==> src/rtl/tt_pin_reg_pkg.sv <==
// Shared types and constants for the Tiny Tapeout pin-level register responder.
// Covers the FSM state encoding and the command byte field layout.
package tt_pin_reg_pkg;

    localparam int unsigned CMD_WR_BIT   = 7;
    localparam int unsigned ADDR_W       = 7;
    localparam logic [7:0]  READ_BAD_VAL = 8'h00;

    typedef enum logic [2:0] {
        StIdle,
        StRAck,
        StCAck,
        StWWait,
        StWAck
    } state_e;

endpackage

==> src/rtl/tt_pin_sync_edge.sv <==
// Multi-stage synchronizer for an asynchronous strobe with a trailing edge-detect flop.
// Outputs the synchronized level and single-cycle rise/fall pulses.
module tt_pin_sync_edge #(
    parameter int unsigned SYNC_STAGES = 2
) (
    input  logic clk,
    input  logic rst,
    input  logic async_i,
    output logic level_o,
    output logic rise_o,
    output logic fall_o
);

    logic [SYNC_STAGES-1:0] sync_q, sync_d;
    logic                   prev_q, prev_d;

    always_comb begin
        sync_d = {sync_q[SYNC_STAGES-2:0], async_i};
        prev_d = sync_q[SYNC_STAGES-1];
    end

    always_ff @(posedge clk) begin
        if (rst) begin
            sync_q <= '0;
            prev_q <= 1'b0;
        end else begin
            sync_q <= sync_d;
            prev_q <= prev_d;
        end
    end

    always_comb begin
        level_o = sync_q[SYNC_STAGES-1];
        rise_o  = level_o & ~prev_q;
        fall_o  = ~level_o & prev_q;
    end

endmodule

==> src/rtl/tt_pin_reg_responder.sv <==
// Byte-wide strobed register-access responder: decodes host read/write commands
// arriving over a 4-phase strobe/ack handshake into a small register file.
module tt_pin_reg_responder #(
    parameter int unsigned NUM_REGS    = 8,
    parameter int unsigned SYNC_STAGES = 2
) (
    input  logic                  clk,
    input  logic                  rst,
    input  logic                  ena,
    input  logic [7:0]            data_in,
    input  logic                  strb_in,
    output logic [7:0]            data_out,
    output logic                  ack_out,
    output logic                  err_out,
    output logic [NUM_REGS*8-1:0] regs_flat
);

    import tt_pin_reg_pkg::*;

    state_e            state_q, state_d;
    logic [7:0]        cmd_q, cmd_d;
    logic [7:0]        wdata_q, wdata_d;
    logic [7:0]        data_out_q, data_out_d;
    logic              ack_q, ack_d;
    logic              err_q, err_d;
    logic [7:0]        regs_q [NUM_REGS];
    logic [7:0]        regs_d [NUM_REGS];

    logic              strb_rise, strb_fall;
    logic              unused_strb_level;
    logic [ADDR_W-1:0] in_addr, cmd_addr;
    logic              in_addr_valid;
    logic [7:0]        rd_val;

    tt_pin_sync_edge #(
        .SYNC_STAGES(SYNC_STAGES)
    ) u_sync_edge (
        .clk    (clk),
        .rst    (rst),
        .async_i(strb_in),
        .level_o(unused_strb_level),
        .rise_o (strb_rise),
        .fall_o (strb_fall)
    );

    // Out-of-range addresses match no entry, so they read back as READ_BAD_VAL.
    always_comb begin
        in_addr       = data_in[ADDR_W-1:0];
        cmd_addr      = cmd_q[ADDR_W-1:0];
        in_addr_valid = 32'(in_addr) < NUM_REGS;
        rd_val        = READ_BAD_VAL;
        for (int i = 0; i < NUM_REGS; i++) begin
            if (in_addr == ADDR_W'(i)) rd_val = regs_q[i];
        end
    end

    always_ff @(posedge clk) begin
        if (rst) state_q <= StIdle;
        else     state_q <= state_d;
    end

    always_comb begin
        state_d = state_q;
        if (!ena) begin
            state_d = StIdle;
        end else begin
            case (state_q)
                StIdle:  if (strb_rise) state_d = data_in[CMD_WR_BIT] ? StCAck : StRAck;
                StRAck:  if (strb_fall) state_d = StIdle;
                StCAck:  if (strb_fall) state_d = StWWait;
                StWWait: if (strb_rise) state_d = StWAck;
                StWAck:  if (strb_fall) state_d = StIdle;
                default: state_d = StIdle;
            endcase
        end
    end

    always_comb begin
        cmd_d      = cmd_q;
        wdata_d    = wdata_q;
        data_out_d = data_out_q;
        err_d      = err_q;
        regs_d     = regs_q;
        ack_d      = ena && (state_q inside {StRAck, StCAck, StWAck});
        if (ena) begin
            case (state_q)
                StIdle: begin
                    if (strb_rise) begin
                        cmd_d = data_in;
                        if (!data_in[CMD_WR_BIT]) data_out_d = rd_val;
                        if (!in_addr_valid)       err_d      = 1'b1;
                    end
                end
                StWWait: if (strb_rise) wdata_d = data_in;
                StWAck: begin
                    // Commit on the edge that raises ack so regs_flat and ack change together.
                    if (!ack_q) begin
                        for (int i = 0; i < NUM_REGS; i++) begin
                            if (cmd_addr == ADDR_W'(i)) regs_d[i] = wdata_q;
                        end
                    end
                end
                default: ;
            endcase
        end
    end

    always_ff @(posedge clk) begin
        if (rst) begin
            cmd_q      <= '0;
            wdata_q    <= '0;
            data_out_q <= '0;
            ack_q      <= 1'b0;
            err_q      <= 1'b0;
            regs_q     <= '{default: '0};
        end else begin
            cmd_q      <= cmd_d;
            wdata_q    <= wdata_d;
            data_out_q <= data_out_d;
            ack_q      <= ack_d;
            err_q      <= err_d;
            regs_q     <= regs_d;
        end
    end

    for (genvar g = 0; g < NUM_REGS; g++) begin : g_flat
        assign regs_flat[8*g +: 8] = regs_q[g];
    end

    assign data_out = data_out_q;
    assign ack_out  = ack_q;
    assign err_out  = err_q;

endmodule

==> config.mk <==
export PLATFORM = sky130hd
export DESIGN_NAME = tt_pin_reg_responder
export DESIGN_NICKNAME = d
export VERILOG_FILES = /design/src/rtl/tt_pin_reg_pkg.sv /design/src/rtl/tt_pin_sync_edge.sv /design/src/rtl/tt_pin_reg_responder.sv
export SDC_FILE = /design/constraint.sdc
export NUM_CORES = 1
export LEC_CHECK = 0
export ABC_AREA = 1
export CAP_MARGIN = 30
export CORE_ASPECT_RATIO = 1.25
export CORE_MARGIN = 2
export CORE_UTILIZATION = 55
export CTS_BUF_LIST = sky130_fd_sc_hd__clkbuf_8
export CTS_CLUSTER_DIAMETER = 30
export DETAILED_ROUTE_END_ITERATION = 8
export PLACE_DENSITY = 0.83
export SYNTH_ARGS = -nofsm -noshare
export SYNTH_HDL_FRONTEND = slang
export SYNTH_HIERARCHICAL = 1
export SYNTH_SLANG_ARGS = --single-unit
==> constraint.sdc <==
create_clock -name clk -period 2.8 [get_ports clk]
set_input_delay 0.84 -clock clk [delete_from_list [all_inputs] [get_ports clk]]
set_output_delay 0.84 -clock clk [all_outputs]
set_load 0.1 [all_outputs]
==> impl.org <==
** Drt
- Wl on met1 :: 4852 um
- Wire length on met3 :: 699 um
- Summed over all layers, the routed wires come to 11,580 um.
- Final routed wire length divided by cell count :: 14.21 um
- Vias after detailed routing :: 4,304
- Max layer used :: met4
- The pre-antenna-repair detailed-routing pass consisted of 4 iterations.
- Wire segments on met2 add up to 5514 um in the final route.
- In the routed layout, each cell is associated on average with a via count of 5.281.
- For this run, design rule violations remaining after detail routing come to 0.
- Remaining antenna violation count after routing :: 0
- Starting DRC count in detailed routing :: 206

** Run status
- Run status :: completed

** Clock tree
- Sinks on the clock net :: 95
- The clock passes through at most 2 buffers.
- Number of CTS-inserted buffers :: 9
- Clock-pin slew was measured on the worst setup and hold paths at 0.09 ns.
- Hold-fix buffer count after cts :: 0
- Post-CTS Resized :: 0
- Post-CTS repair timing setup buffer count :: 0
- TritonCTS built the clock tree.
- For the worst-skew pair, the clock arrives at the later sink with an insertion delay of 0.36 ns.
- The H-tree generated during clock tree synthesis spans 3 levels.
- Clock root buffer :: clkbuf_8

** STA
- Max Clk Rate :: 448.9 MHz
- Summed over all failing endpoints, the final setup total negative slack is 0 ns.
- Worst setup skew after layout :: 0.004313 ns
- Setup repair after global routing left no endpoint under its margin.
- In this run the tightest slew margin relative to its limit is 64.70%.
- Setup violations remaining at the end of the flow were counted as 0.
- Number of hold violations in the final report :: 0
- Final critical-path required period :: 2.228 ns
- Number of max-slew violations in the final report :: 0
- At the pin with the least slew margin, the transition time is 0.5267 ns.
- In the finished design, the share of the clock period the worst path needs comes to 79.57%.

** Logic synthesis
- Synthesized-area fraction occupied by ao, oa, aoi and oai cells :: 14.37%
- Synthesis inferred 95 register bits.
- Post-synthesis sequential area ratio :: 44.94%
- Post-Synth Adder-Cell Area :: 0%
- Cell area after synthesis :: 0.004232 sq mm
- Synthesized netlist cell count :: 633
- Number of distinct standard cells referenced by the synthesized netlist :: 21
- Of the total synthesized cell area, the portion taken by AND, OR, NAND and NOR gates is 28.80%.
- Yosys warnings :: 6
- Syn Nets :: 645
- Of the post-synthesis cell area, the part taken by muxes is 0%.
- After synthesis, the mean cell area works out to 6.685 sq um.
- Of the total synthesized cell area, the portion taken by XOR and XNOR cells is 0%.
- After synthesis, the largest family of logic cells by area is simple AND/OR/NAND/NOR gates.

** Floorplanning
- Die width :: 82.46 um
- Die Footprint :: 0.008416 sq mm
- Row generation in the floorplan step produced 35 rows.
- Number of placed I/O pins :: 86
- Core region area :: 0.007401 sq mm
- From bottom edge to top edge, the die measures 102.1 um.
- For this configuration, the core starts out at a cell density of 57.18%.

** Final layout
- The repair_antennas step left the layout with diodes totalling 0.
- Filler Cells Inserted :: 644
- Top library cells by usage in the layout, fill and taps aside :: nor2_1, nand2_1, inv_1
- The finished cells cover 0.005235 sq mm.
- Layout net count :: 730
- P&R area growth vs syn :: 23.71%
- Post-route core utilization :: 70.74%
- Fraction of layout cells with a size suffix above 1 :: 15.77%
- The library cell used most frequently in the layout, excluding fill and tap cells, is nor2_1.

** Setup path
- STA classifies the critical path startpoint as a primary input.
- Launching instance or port of the critical path :: data_in[5]
- Critical path fanouts, max :: 8
- Path type of the worst setup path :: primary input to flop
- Arrival time of data at the critical path endpoint :: 2.49 ns
- Element type at the critical path end :: flop
- Startpoint of the worst-slack reg-to-reg timing path :: u_sync_edge/sync_q[1]$_SDFF_PP0_
- Crit path required time :: 3.06 ns
- R2r setup slk :: 1.08 ns

** Global routing
- The via count of the first global-routing pass was 3,889.
- Global-route wire length before repair :: 18,100 um
- Maximum number of pins on one net before global-route repair :: 80
- Antenna violations before repair :: 0
- Global routing used 28.41% of the available tracks.
- After global routing the overflow that remains totals 0.

** Run
- Max-cap violations in this run came to 0.

** Pwr
- Total power per unit cell area :: 495.4 mW/mm^2
- Leakage component of the power :: 2.526 nW
- IR analysis of the VDD net gives a maximum drop of 0.2928 mV.

** Min path
- The worst hold path begins at u_sync_edge/sync_q[0]$_SDFF_PP0_.
- Hold Crit Class :: flop to flop

** Place
- Final HPWL from detailed placement :: 8200 um
- Routability-driven placement finished with a final weighted congestion of 0.9091.
- Port buffering added 85 buffers.
- Summing all placed instances gives a cell area of 0.005025 sq mm.
per-stage QoR:
stage	std cells	power [mW]	hold WS, ns	worst slack (ns)
after floorplan	633	1.602	0.3883	0.8023
after global placement	799	1.664	0.4030	0.2435
after detailed placement	799	1.672	0.4022	0.2097
after CTS	815	2.590	0.4144	0.6006
after global routing	815	2.686	0.4402	0.3720
final	815	2.594	0.4124	0.5722
cells by family after synthesis:
logic type | Yosys count
compound gates | 121
buf+inv | 127
simple gates | 290
flops | 95
Yosys cell counts:
master,instances,share of area [%]
nand4_1,7,1.0
nand2_1,115,10
clkbuf_1,10,0.89
nor2_1,117,10
or2_2,1,0.15
o21ai_1,1,0.12
a21oi_1,61,7.2
nor4_4,1,0.50
inv_1,98,8.7
o21ai_0,58,6.9
o21bai_1,1,0.18
buf_2,9,1.1
nor3_1,4,0.47
nand3_1,39,4.6
nor2_4,2,0.53
nor3_2,2,0.47
dfxtp_1,95,45
nand3_2,1,0.24
buf_1,8,0.71
buf_6,2,0.53
or2_4,1,0.21
where the power goes:
part | switching [mW] | total (mW) | internal, mW
logic | 0.184 | 0.257 | 0.0730
clock network | 0.469 | 0.950 | 0.480
registers | 0.0172 | 1.39 | 1.37
critical path: stages:
cell	delay [ns]
clkdlybuf4s50_1	0.39
inv_1	0.09
nand2_1	0.10
nor2_4	0.19
nand3_2	0.14
nor2_4	0.22
inv_1	0.16
o21ai_0	0.18
inv_1	0.05
nand2_1	0.06
a21oi_1	0.05
path summary, 6_finish.rpt:
kind,to,cells after the start
setup reg to reg,data_out[3]$_SDFFE_PP0P_,7
setup / recovery,data_out[7]$_SDFFE_PP0P_,11
hold / removal,u_sync_edge/sync_q[1]$_SDFF_PP0_,2
hold reg to reg,u_sync_edge/sync_q[1]$_SDFF_PP0_,2
flip-flops by register name, indices dropped and copies added (netlist names):
signal              flops
u_sync_edge/prev_q      1
state_q                 3
err_out                 1
data_out                8
ack_out                 1
wdata_q                 8
u_sync_edge/sync_q      2
cmd_q                   7
regs_flat              64
layer usage:
layer | global-route usage [%] | up-vias
li1 | - | 2146
met1 | 34.50 | 1932
met2 | 46.59 | 178
met3 | 5.565 | 48
met4 | 15.77 | 0
met5 | 0 | -
area by class of cell:
class	instances	area (sq um)	area share (%)
Tap cell	92	115.1	2.199
Inverter	98	367.9	7.027
Clock buffer	12	165.2	3.155
Timing Repair Buffer	103	813.3	15.54
Clock inverter	4	45.04	0.8604
Sequential cell	95	1902	36.33
Multi-Input combinational cell	411	1827	34.89
Power figures use the tool's default switching activity.
==> patch: new RTL, config.mk and constraints unchanged <==
Put one more register stage on the output `err_out`, with the module's reset. The value now appears one clock later. The other outputs are not delayed to match.
--- a/src/rtl/tt_pin_reg_responder.sv
+++ b/src/rtl/tt_pin_reg_responder.sv
@@ -130,5 +130,11 @@
     assign data_out = data_out_q;
     assign ack_out  = ack_q;
-    assign err_out  = err_q;
+    always_ff @(posedge clk) begin
+        if (rst) begin
+            err_out <= '0;
+        end else begin
+            err_out <= err_q;
+        end
+    end
 
 endmodule
Function: changed (a bounded check fails within 4 cycles, from zero or initial values and one cycle with rst high).
==> patch against the unedited design <==
  * Setup slack lost 0.13 ns
  * Non-clock buffer count unchanged
  * Sequential cell count is 1 higher
  * Total power shrank 4.7%
  * Area after synthesis up 0.65%
  * Wire length is 1.0% lower
  * Critical path depth down 4
  * Cell area shrank 0.14%
  * Largest power group unchanged
==> patch: results (changes against the unedited design) <==
Synthesis
  – Seq/Total Area, Yosys: 45.1% (was 44.9%)
  – Post-synth top flop: dfxtp_1 (unchanged)
  – Yosys top cell area share: 45.1% (was 44.9%)
  – Synth cell count leaders: nand2_1, nor2_1, inv_1 (was nor2_1, nand2_1, inv_1)
  – Ys async rst share: 0% (unchanged)
  – Synth top area cells: dfxtp_1, nand2_1, nor2_1, inv_1, a21oi_1 (was dfxtp_1, nor2_1, nand2_1, inv_1, a21oi_1)
  – Yosys warnings: 6 (unchanged)
  – Post-Syn Nets: 651 (was 645)
  – Distinct cells, synth: 22 (was 21)

Placement
  – Pre-CTS WS: 0.0931 ns (was 0.210 ns)
  – Area of placed instances: 5050 um2 (was 5020 um2)
  – Gpl congestion: 0.961 (was 0.909)
  – PortBufs: 85 (unchanged)
  – Hpwl dp: 8.25 mm (was 8.20 mm)

Min path
  – Hold path start: u_sync_edge/sync_q[0] (unchanged)
  – Hold EP: u_sync_edge/sync_q[1] (unchanged)
  – Hold Path Depth: 2 (unchanged)
  – HP Class: reg -> reg (unchanged)

Clocking
  – Worst-skew pair later-pin latency: 0.37 ns
  – Post-CTS Setup Bufs: 0 (unchanged)
  – Root buffer cell: clkbuf_8 (unchanged)
  – H-tree levels: 3 (unchanged)
  – CTS Buffer Depth: 2 (unchanged)
  – Clk slew on worst S/H paths: 0.09 ns (about the same)
  – TritonCTS buffer count: 9 (unchanged)
  – Cts repair resizes: 0 (unchanged)

Worst setup path
  – Critical Path AT: 2.64 ns (was 2.49 ns)
  – Slowest CP cell: clkdlybuf4s50_1 (unchanged)
  – Max stage delay on crit path: 0.50 ns (was 0.39 ns)
  – CP startpoint: ena (was data_in[5])
  – Worst r2r src: state_q[1] (was u_sync_edge/sync_q[1])
  – Reg2Reg Depth: 6 (was 7)
  – R2r setup slk: 0.94 ns (was 1.08 ns)
  – R2R Path End: data_out[4] (was data_out[3])
  – CP max FO: 13 (was 8)
  – CP delay by family, top: buffers and inverters (was simple AND/OR/NAND/NOR gates)
  – Worst setup endpoint: regs_flat[62] (was data_out[7])

Detailed routing
  – Wirelength per Cell: 14.0 um (was 14.2 um)
  – DRT iter0 DRCs: 320 (was 206)
  – Pre-antenna DRT Iters: 5 (was 4)
  – Drt via density: 5.16 (was 5.28)

Power and ir drop
  – Static Leak: 0.00252 uW (was 0.00253 uW)
  – Maximum VDD drop: 0.000430 V (was 0.000293 V)

Finish
  – Largest register FFs: 64 (unchanged)
  – Share of post-route cells with drive strength above 1: 15.5% (was 15.8%)
  – Layout fillers: 652 (was 644)
  – Net count reported at finish: 736 (was 730)
  – ANT cells: 0 (unchanged)

Outcome
  – Status: finished clean (unchanged)

Global route
  – Pin count of the biggest net entering global routing: 79 (was 80)
  – Vias in the first global route: 3876 (was 3889)
  – Initial antenna violation count: 0 (unchanged)
  – All-Layer GR Usage: 28.3% (was 28.4%)
  – First-pass GRT wire length: 18.2 mm (was 18.1 mm)

Timing
  – Final period util: 84.0% (was 79.6%)
  – Rel. slew slack: 65.4% (was 64.7%)
  – Fin Clk Skew: 0.0102 ns (was 0.00431 ns)
-- patch: cell types whose count changed in the layout (fill, tap and decap cells not counted), moves of 2 or more --
| cell | unedited run | this run |
|---|---|---|
| a31oi_1 | 0 | 2 |
| nor2_1 | 117 | 119 |
| o21ai_1 | 1 | 3 |
| o21ai_0 | 58 | 55 |
| clkbuf_8 | 12 | 9 |
| clkinv_4 | 0 | 2 |
| nand2_1 | 115 | 122 |
| a21oi_1 | 61 | 57 |
-- patch: final cells by class --
| cell class | count | area (um2) | share of cell area [%] |
|---|---|---|---|
| Sequential cell | 96 | 1920 | 36.8 |
| Multi-Input combinational cell | 415 | 1830 | 35.1 |
| Inverter | 99 | 372 | 7.11 |
| Clock inverter | 7 | 48.8 | 0.933 |
| Tap cell | 92 | 115 | 2.20 |
| Clock buffer | 9 | 124 | 2.37 |
| Timing Repair Buffer | 103 | 813 | 15.6 |
-- patch: report_power, final --
part,switching (uW),internal (uW)
Combinational,178,71.7
Clock,495,323
Sequential,19.0,1390
Total,692,1780
-- patch: metrics by stage --
stage / utilization, % / hold WS (ns) / std cells
3_3_place_gp: 67.9 / 0.399 / 805
5_1_grt: 70.2 / 0.443 / 821
3_5_place_dp: 67.9 / 0.400 / 805
6_report: 70.2 / 0.412 / 821
2_1_floorplan: - / 0.388 / 639
4_1_cts: 70.2 / 0.415 / 821
-- patch: per-layer routing --
metal	track usage, %	part of all wire [%]
met1	35.3	42
met2	47.7	49
met3	4.15	5.4
met4	12.7	3.3
met5	0	0
-- patch: logic make-up after synthesis --
family	share of synthesized area (%)
AND/OR/NAND/NOR	29.1
buffers and inverters	11.8
AO/OA/AOI/OAI	14.0
flip-flops	45.1
